<file path="src/rtl/unidade_controle_exp7.sv">
// unidade_controle_exp7 -- Moore control unit for the sequence-memory game.
// Each round replays the stored sequence on the LEDs (mostra_led/apaga_led
// paced by the display timer M), then collects and checks the player's plays.
// Optional feature macro: TIMEOUT_EN (enables the play timeout path through
// state fim_timeout, code C). Without it espera_jogada waits indefinitely and
// code C is treated as illegal.
//
// Input protocol: jogada is a one-cycle pulse from the edge detector; the play
// value must already be on the R input when jogada is seen, and stay there
// until registra has loaded it. igual, enderecoIgualRodada, fimRod, fimM and
// fimT are level signals from the datapath describing its current contents.
module unidade_controle_exp7 (
  input  logic       clock,
  input  logic       reset,
  input  logic       iniciar,
  input  logic       jogada,
  input  logic       igual,
  input  logic       enderecoIgualRodada,
  input  logic       fimRod,
  input  logic       fimM,
  input  logic       fimT,
  output logic       zeraE,
  output logic       contaE,
  output logic       zeraRod,
  output logic       contaRod,
  output logic       zeraM,
  output logic       contaM,
  output logic       zeraT,
  output logic       contaT,
  output logic       zeraR,
  output logic       registraR,
  output logic       mostraLed,
  output logic       acertou,
  output logic       errou,
  output logic       timeout,
  output logic       pronto,
  output logic [3:0] db_estado
);

  typedef enum logic [3:0] {
    stInicial        = 4'h0,
    stPreparacao     = 4'h1,
    stIniciaRodada   = 4'h2,
    stMostraLed      = 4'h3,
    stApagaLed       = 4'h4,
    stProximoLed     = 4'h5,
    stReiniciaJogada = 4'h6,
    stEsperaJogada   = 4'h7,
    stRegistra       = 4'h8,
    stComparacao     = 4'h9,
    stFimAcertou     = 4'hA,
    stProximo        = 4'hB,
    stFimTimeout     = 4'hC,
    stProximaRodada  = 4'hD,
    stFimErrou       = 4'hE
  } estado_t;

  typedef struct packed {
    logic zeraE;
    logic contaE;
    logic zeraRod;
    logic contaRod;
    logic zeraM;
    logic contaM;
    logic zeraT;
    logic contaT;
    logic zeraR;
    logic registraR;
    logic mostraLed;
    logic acertou;
    logic errou;
    logic timeout;
    logic pronto;
  } saidas_t;

  estado_t estado;
  saidas_t saidas;

`ifndef TIMEOUT_EN
  // fimT has no effect when the timeout path is compiled out.
  logic unusedFimT;
  assign unusedFimT = fimT;
`endif

  // Transition rules; any code outside the legal set falls back to inicial.
  function automatic estado_t proximoEstado(input estado_t atual);
    estado_t prox;
    prox = stInicial;
    case (atual)
      stInicial:        prox = iniciar ? stPreparacao : stInicial;
      stPreparacao:     prox = stIniciaRodada;
      stIniciaRodada:   prox = stMostraLed;
      stMostraLed:      prox = fimM ? stApagaLed : stMostraLed;
      stApagaLed: begin
        if (!fimM)                    prox = stApagaLed;
        else if (enderecoIgualRodada) prox = stReiniciaJogada;
        else                          prox = stProximoLed;
      end
      stProximoLed:     prox = stMostraLed;
      stReiniciaJogada: prox = stEsperaJogada;
      stEsperaJogada: begin
        if (jogada)    prox = stRegistra;
`ifdef TIMEOUT_EN
        else if (fimT) prox = stFimTimeout;
`endif
        else           prox = stEsperaJogada;
      end
      stRegistra:       prox = stComparacao;
      stComparacao: begin
        if (!igual)                             prox = stFimErrou;
        else if (enderecoIgualRodada && fimRod) prox = stFimAcertou;
        else if (enderecoIgualRodada)           prox = stProximaRodada;
        else                                    prox = stProximo;
      end
      stProximo:        prox = stEsperaJogada;
      stProximaRodada:  prox = stIniciaRodada;
      stFimAcertou:     prox = iniciar ? stPreparacao : stFimAcertou;
      stFimErrou:       prox = iniciar ? stPreparacao : stFimErrou;
`ifdef TIMEOUT_EN
      stFimTimeout:     prox = iniciar ? stPreparacao : stFimTimeout;
`endif
      default:          prox = stInicial;
    endcase
    return prox;
  endfunction

  // Moore output decode for a given state.
  function automatic saidas_t decodifica(input estado_t e);
    saidas_t s;
    s = '0;
    s.zeraE     = e inside {stInicial, stPreparacao, stIniciaRodada, stReiniciaJogada};
    s.contaE    = e inside {stProximoLed, stProximo};
    s.zeraRod   = e inside {stInicial, stPreparacao};
    s.contaRod  = (e == stProximaRodada);
    s.zeraM     = e inside {stInicial, stPreparacao, stIniciaRodada, stProximoLed};
    s.contaM    = e inside {stMostraLed, stApagaLed};
    s.zeraT     = e inside {stInicial, stPreparacao, stReiniciaJogada, stProximo};
    s.zeraR     = e inside {stInicial, stPreparacao};
    s.registraR = (e == stRegistra);
    s.mostraLed = (e == stMostraLed);
    s.acertou   = (e == stFimAcertou);
    s.errou     = (e == stFimErrou);
`ifdef TIMEOUT_EN
    s.contaT    = (e == stEsperaJogada);
    s.timeout   = (e == stFimTimeout);
    s.pronto    = e inside {stFimAcertou, stFimErrou, stFimTimeout};
`else
    s.contaT    = 1'b0;
    s.timeout   = 1'b0;
    s.pronto    = e inside {stFimAcertou, stFimErrou};
`endif
    return s;
  endfunction

  // Codes the debug port reports as-is; anything else reads back as F.
  function automatic logic codigoValido(input logic [3:0] c);
`ifdef TIMEOUT_EN
    return (c != 4'hF);
`else
    return !(c inside {4'hC, 4'hF});
`endif
  endfunction

  // State register with outputs registered from the upcoming state, so every
  // output equals the decode of the state it is presented with.
  always_ff @(posedge clock) begin
    if (reset) begin
      estado <= stInicial;
      saidas <= decodifica(stInicial);
    end else begin
      estado <= proximoEstado(estado);
      saidas <= decodifica(proximoEstado(estado));
    end
  end

  assign zeraE     = saidas.zeraE;
  assign contaE    = saidas.contaE;
  assign zeraRod   = saidas.zeraRod;
  assign contaRod  = saidas.contaRod;
  assign zeraM     = saidas.zeraM;
  assign contaM    = saidas.contaM;
  assign zeraT     = saidas.zeraT;
  assign contaT    = saidas.contaT;
  assign zeraR     = saidas.zeraR;
  assign registraR = saidas.registraR;
  assign mostraLed = saidas.mostraLed;
  assign acertou   = saidas.acertou;
  assign errou     = saidas.errou;
  assign timeout   = saidas.timeout;
  assign pronto    = saidas.pronto;
  assign db_estado = codigoValido(estado) ? estado : 4'hF;

endmodule

</file>
<file path="config.mk">
export PLATFORM = sky130hd
export DESIGN_NAME = unidade_controle_exp7
export DESIGN_NICKNAME = d
export VERILOG_FILES = /design/src/rtl/unidade_controle_exp7.sv
export SDC_FILE = /design/constraint.sdc
export NUM_CORES = 1
export LEC_CHECK = 0
export ABC_AREA = 1
export CAP_MARGIN = 15
export CORE_MARGIN = 10
export CORE_UTILIZATION = 39
export CTS_CLUSTER_DIAMETER = 50
export CTS_CLUSTER_SIZE = 16
export DETAILED_ROUTE_END_ITERATION = 8
export GPL_ROUTABILITY_DRIVEN = 0
export PLACE_DENSITY = 0.73
export SYNTH_ARGS = -nofsm -noshare
export SYNTH_HDL_FRONTEND = slang
export SYNTH_SLANG_ARGS = --single-unit
</file>
<file path="constraint.sdc">
create_clock -name clock -period 1.37 [get_ports clock]
set_clock_uncertainty 0.05 [all_clocks]
set_input_delay 0.137 -clock clock [delete_from_list [all_inputs] [get_ports clock]]
set_output_delay 0.137 -clock clock [all_outputs]
set_load 0.1 [all_outputs]
</file>
==> results.sh <==
export IMPL_min_delay_start="reset"
export IMPL_synth_area_um2=818.3
export IMPL_r2r_start="estado[2]"
export IMPL_crit_path_max_incr_delay_ps=390
export IMPL_ios=28
export IMPL_rsz0062_at_grt="yes"
export IMPL_setup_ws_ps=-171.0
export IMPL_status="complete, but fails checks"
export IMPL_synthArstFlopShare_pct=0
export IMPL_switching_share_pct=46.53
export IMPL_antenna_left=0
export IMPL_violations="setup timing"
export IMPL_synthTopCellsByCount="nor2_1, nand2_1, nand3_1"
export IMPL_synthXorXnorAreaFrac_pct=0
export IMPL_crit_family="buffers and inverters"
export IMPL_clk_pin_slew_worst_paths_ps=80
export IMPL_highest_layer="met4"
export IMPL_vias_per_cell=5.050
export IMPL_core_area_um2=1982
export IMPL_cts_buffers=3
export IMPL_yosys_warnings=0
export IMPL_synth_seq_area_share_pct=39.14
export IMPL_instances_no_fill=201
export IMPL_min_period_ps=1541
export IMPL_drtIter0Drc=23
export IMPL_grt_pass1_vias=1003
export IMPL_h_tree_depth=1
export IMPL_worstPathRequired_ps=1180
export IMPL_leakagePower_uw=0.0008252
export IMPL_maxSlewViolCount=0
export IMPL_start_kind="flop"
export IMPL_synth_area_mux_share_pct=0
export IMPL_fillerInstances=107
export IMPL_holdWs_ps=488.4
export IMPL_wl_per_cell_um=15.46
export IMPL_placed_cells=184
export IMPL_wl_mm=3.108
export IMPL_syn_inst=120
export IMPL_port_buffers=24
export IMPL_cts_root_buffer="clkbuf_4"
export IMPL_drtPass1Iterations=4
export IMPL_cp_startpoint="estado[2]"
export IMPL_worstPathCellList="buf_4 > nand2_2 > buf_6 > o21ai_4 > buf_12"
export IMPL_wl_met2_mm=1.632
export IMPL_fmax_mhz=648.9
export IMPL_critPathArrivalTime_ps=1350
export IMPL_dr_total_vias=1015
export IMPL_cts_tree="done"
export IMPL_yosys_area_share_simple_pct=43.73
export IMPL_area_growth_synth_to_final_pct=108.0
export IMPL_synth_compound_area_share_pct=3.670
export IMPL_antenna_found_initial=0
export IMPL_ys_flop_type="dfxtp_1"
export IMPL_seq_area_um2=336.6
export IMPL_wl_met3_um=248
export IMPL_finalSetupViolCount=15
export IMPL_multiInputGateArea_um2=561.8
export IMPL_crit_fanout=4
export IMPL_die_x_um=65.81
export IMPL_synth_most_common_cell="nor2_1"
export IMPL_synth_edf_count=0
export IMPL_power_share_clock_pct=15.2
export IMPL_period_share_pct=112.5
export IMPL_grt_first_pass_wirelength_mm=4.650
export IMPL_hp_class="primary input to flop"
export IMPL_p_seq_share_pct=28.1
export IMPL_synth_avg_cell_area_um2=6.819
export IMPL_critPathBufInv=3
export IMPL_synth_seq_cells=16
export IMPL_synthTopCellsByArea="dfxtp_1, nand3_1, nor2_1"
export IMPL_critical_path_class="flop to output port"
export IMPL_synth_top_family_by_area="simple AND/OR/NAND/NOR gates"
export IMPL_dpl_worst_slack_ps=-304.8
export IMPL_finalNetCount=184
export IMPL_critPathSlowestCell="dfxtp_4"
export IMPL_met1_length_mm=1.152
export IMPL_fin_tns_setup_ps=-1831
export IMPL_grt_start_max_net_pins=10
export IMPL_drc=0
export IMPL_grt_ovfl_total=0
export IMPL_synth_top_area_share_pct=39.14
export IMPL_peakVddDrop_mv=1.102
export IMPL_p_per_area_nw_per_um2=1225
export IMPL_track_usage_pct=13.58
export IMPL_dp_hpwl_mm=2.031
export IMPL_ys_types=22
export IMPL_die_y_um=65.81
export IMPL_intPower_uw=1114
export IMPL_synth_fa_ha_area_share_pct=0
export IMPL_final_hold_violation_count=0
export IMPL_drive_gt1_share_pct=58.62
export IMPL_clock_path_buffers=2
export IMPL_crit_path_end_kind="output port"
export IMPL_fp_row_count=16
export IMPL_p_comb_share_pct=56.7
export IMPL_clock_latency_ps=290
export IMPL_synth_area_leader_cell="dfxtp_1"
export IMPL_dieArea_um2=4330
export IMPL_p_sw_uw=969.5
export IMPL_maxCapViolations=0
export IMPL_clock_sinks=16
export IMPL_start_util_pct=41.29
export IMPL_antennaDiodeCount=0
## final timing paths
check / slack (ps) / end / cells after the start
hold / removal: 490 / estado[0] / 3
setup reg to reg: -170 / contaM / 10
setup / recovery: -170 / db_estado[1] / 5
hold reg to reg: 810 / registraR / 6
## worst min-delay path, stage by stage
cell and delay, ps:
clkdlybuf4s50_1 410, buf_4 170, nor2_2 70
## per-layer routing
layer	global-route usage [%]	vias up
met2	22.95	46
met3	5.254	11
met1	14.77	477
met4	5.615	0
li1	-	481
met5	0	-
## flip-flops by register name, indices dropped and copies added (netlist names)
name and cells:
estado 4, acertou 1, contaE 1, contaM 1, contaRod 1, errou 1, mostraLed 1, pronto 1
registraR 1, zeraE 1, zeraM 1, zeraR 1, zeraT 1
## power groups by stage
stage	Clock, µW	Sequential, µW	Combinational (µW)
floorplan	0	799	379
global placement	0	575	966
detailed placement	0	580	989
CTS	316	578	1060
global route	343	593	1230
finish	317	586	1180
## layout make-up
cell class              instances  area share (%)
multi-input cells              81           33.01
well taps                      27           1.985
clock buffers                   4           2.132
flip-flops and latches         16           19.78
inverters                      19           4.632
repair buffers                 54           38.46
## placed cells by master, fill, tap and decap left out, types with 3 or more instances in the layout
cell             instances
nand2_4                  4
buf_4                   25
buf_12                  17
nor2_4                   8
clkdlybuf4s50_1          7
nand2_1                 10
nand2_2                  8
nor2_1                  11
dfxtp_4                  4
dfxtp_1                 11
inv_2                    5
nand3_2                  5
clkbuf_4                 3
buf_6                    5
nand3_1                 14
inv_1                   11
nor2_2                   5
inv_4                    3
## logic make-up (layout without fill, tap and decap cells)
kind of cell,count (synthesis),after routing
compound gates,6,6
flops,16,16
other cells,1,2
buf+inv,24,77
simple gates,73,73
## metrics by stage
stage                     instance area (µm²)  utilization (%)  power (µW)
after floorplan                         832.0                -        1178
after global placement                   1368            69.00        1541
after detailed placement                 1368            69.00        1569
after CTS                                1536            77.53        1958
after global routing                     1702            85.86        2164
final                                    1702            85.86        2084
## repair_timing
item | in CTS | in global routing
hold endpoints to repair | 0 | 0
setup buffers | 8 | 5
pin swaps | 9 | 20
gates resized for setup | 23 | 37
hold buffers | 0 | 0
endpoints found under the setup margin | 16 | 17
(Power assumes the default switching activity.)
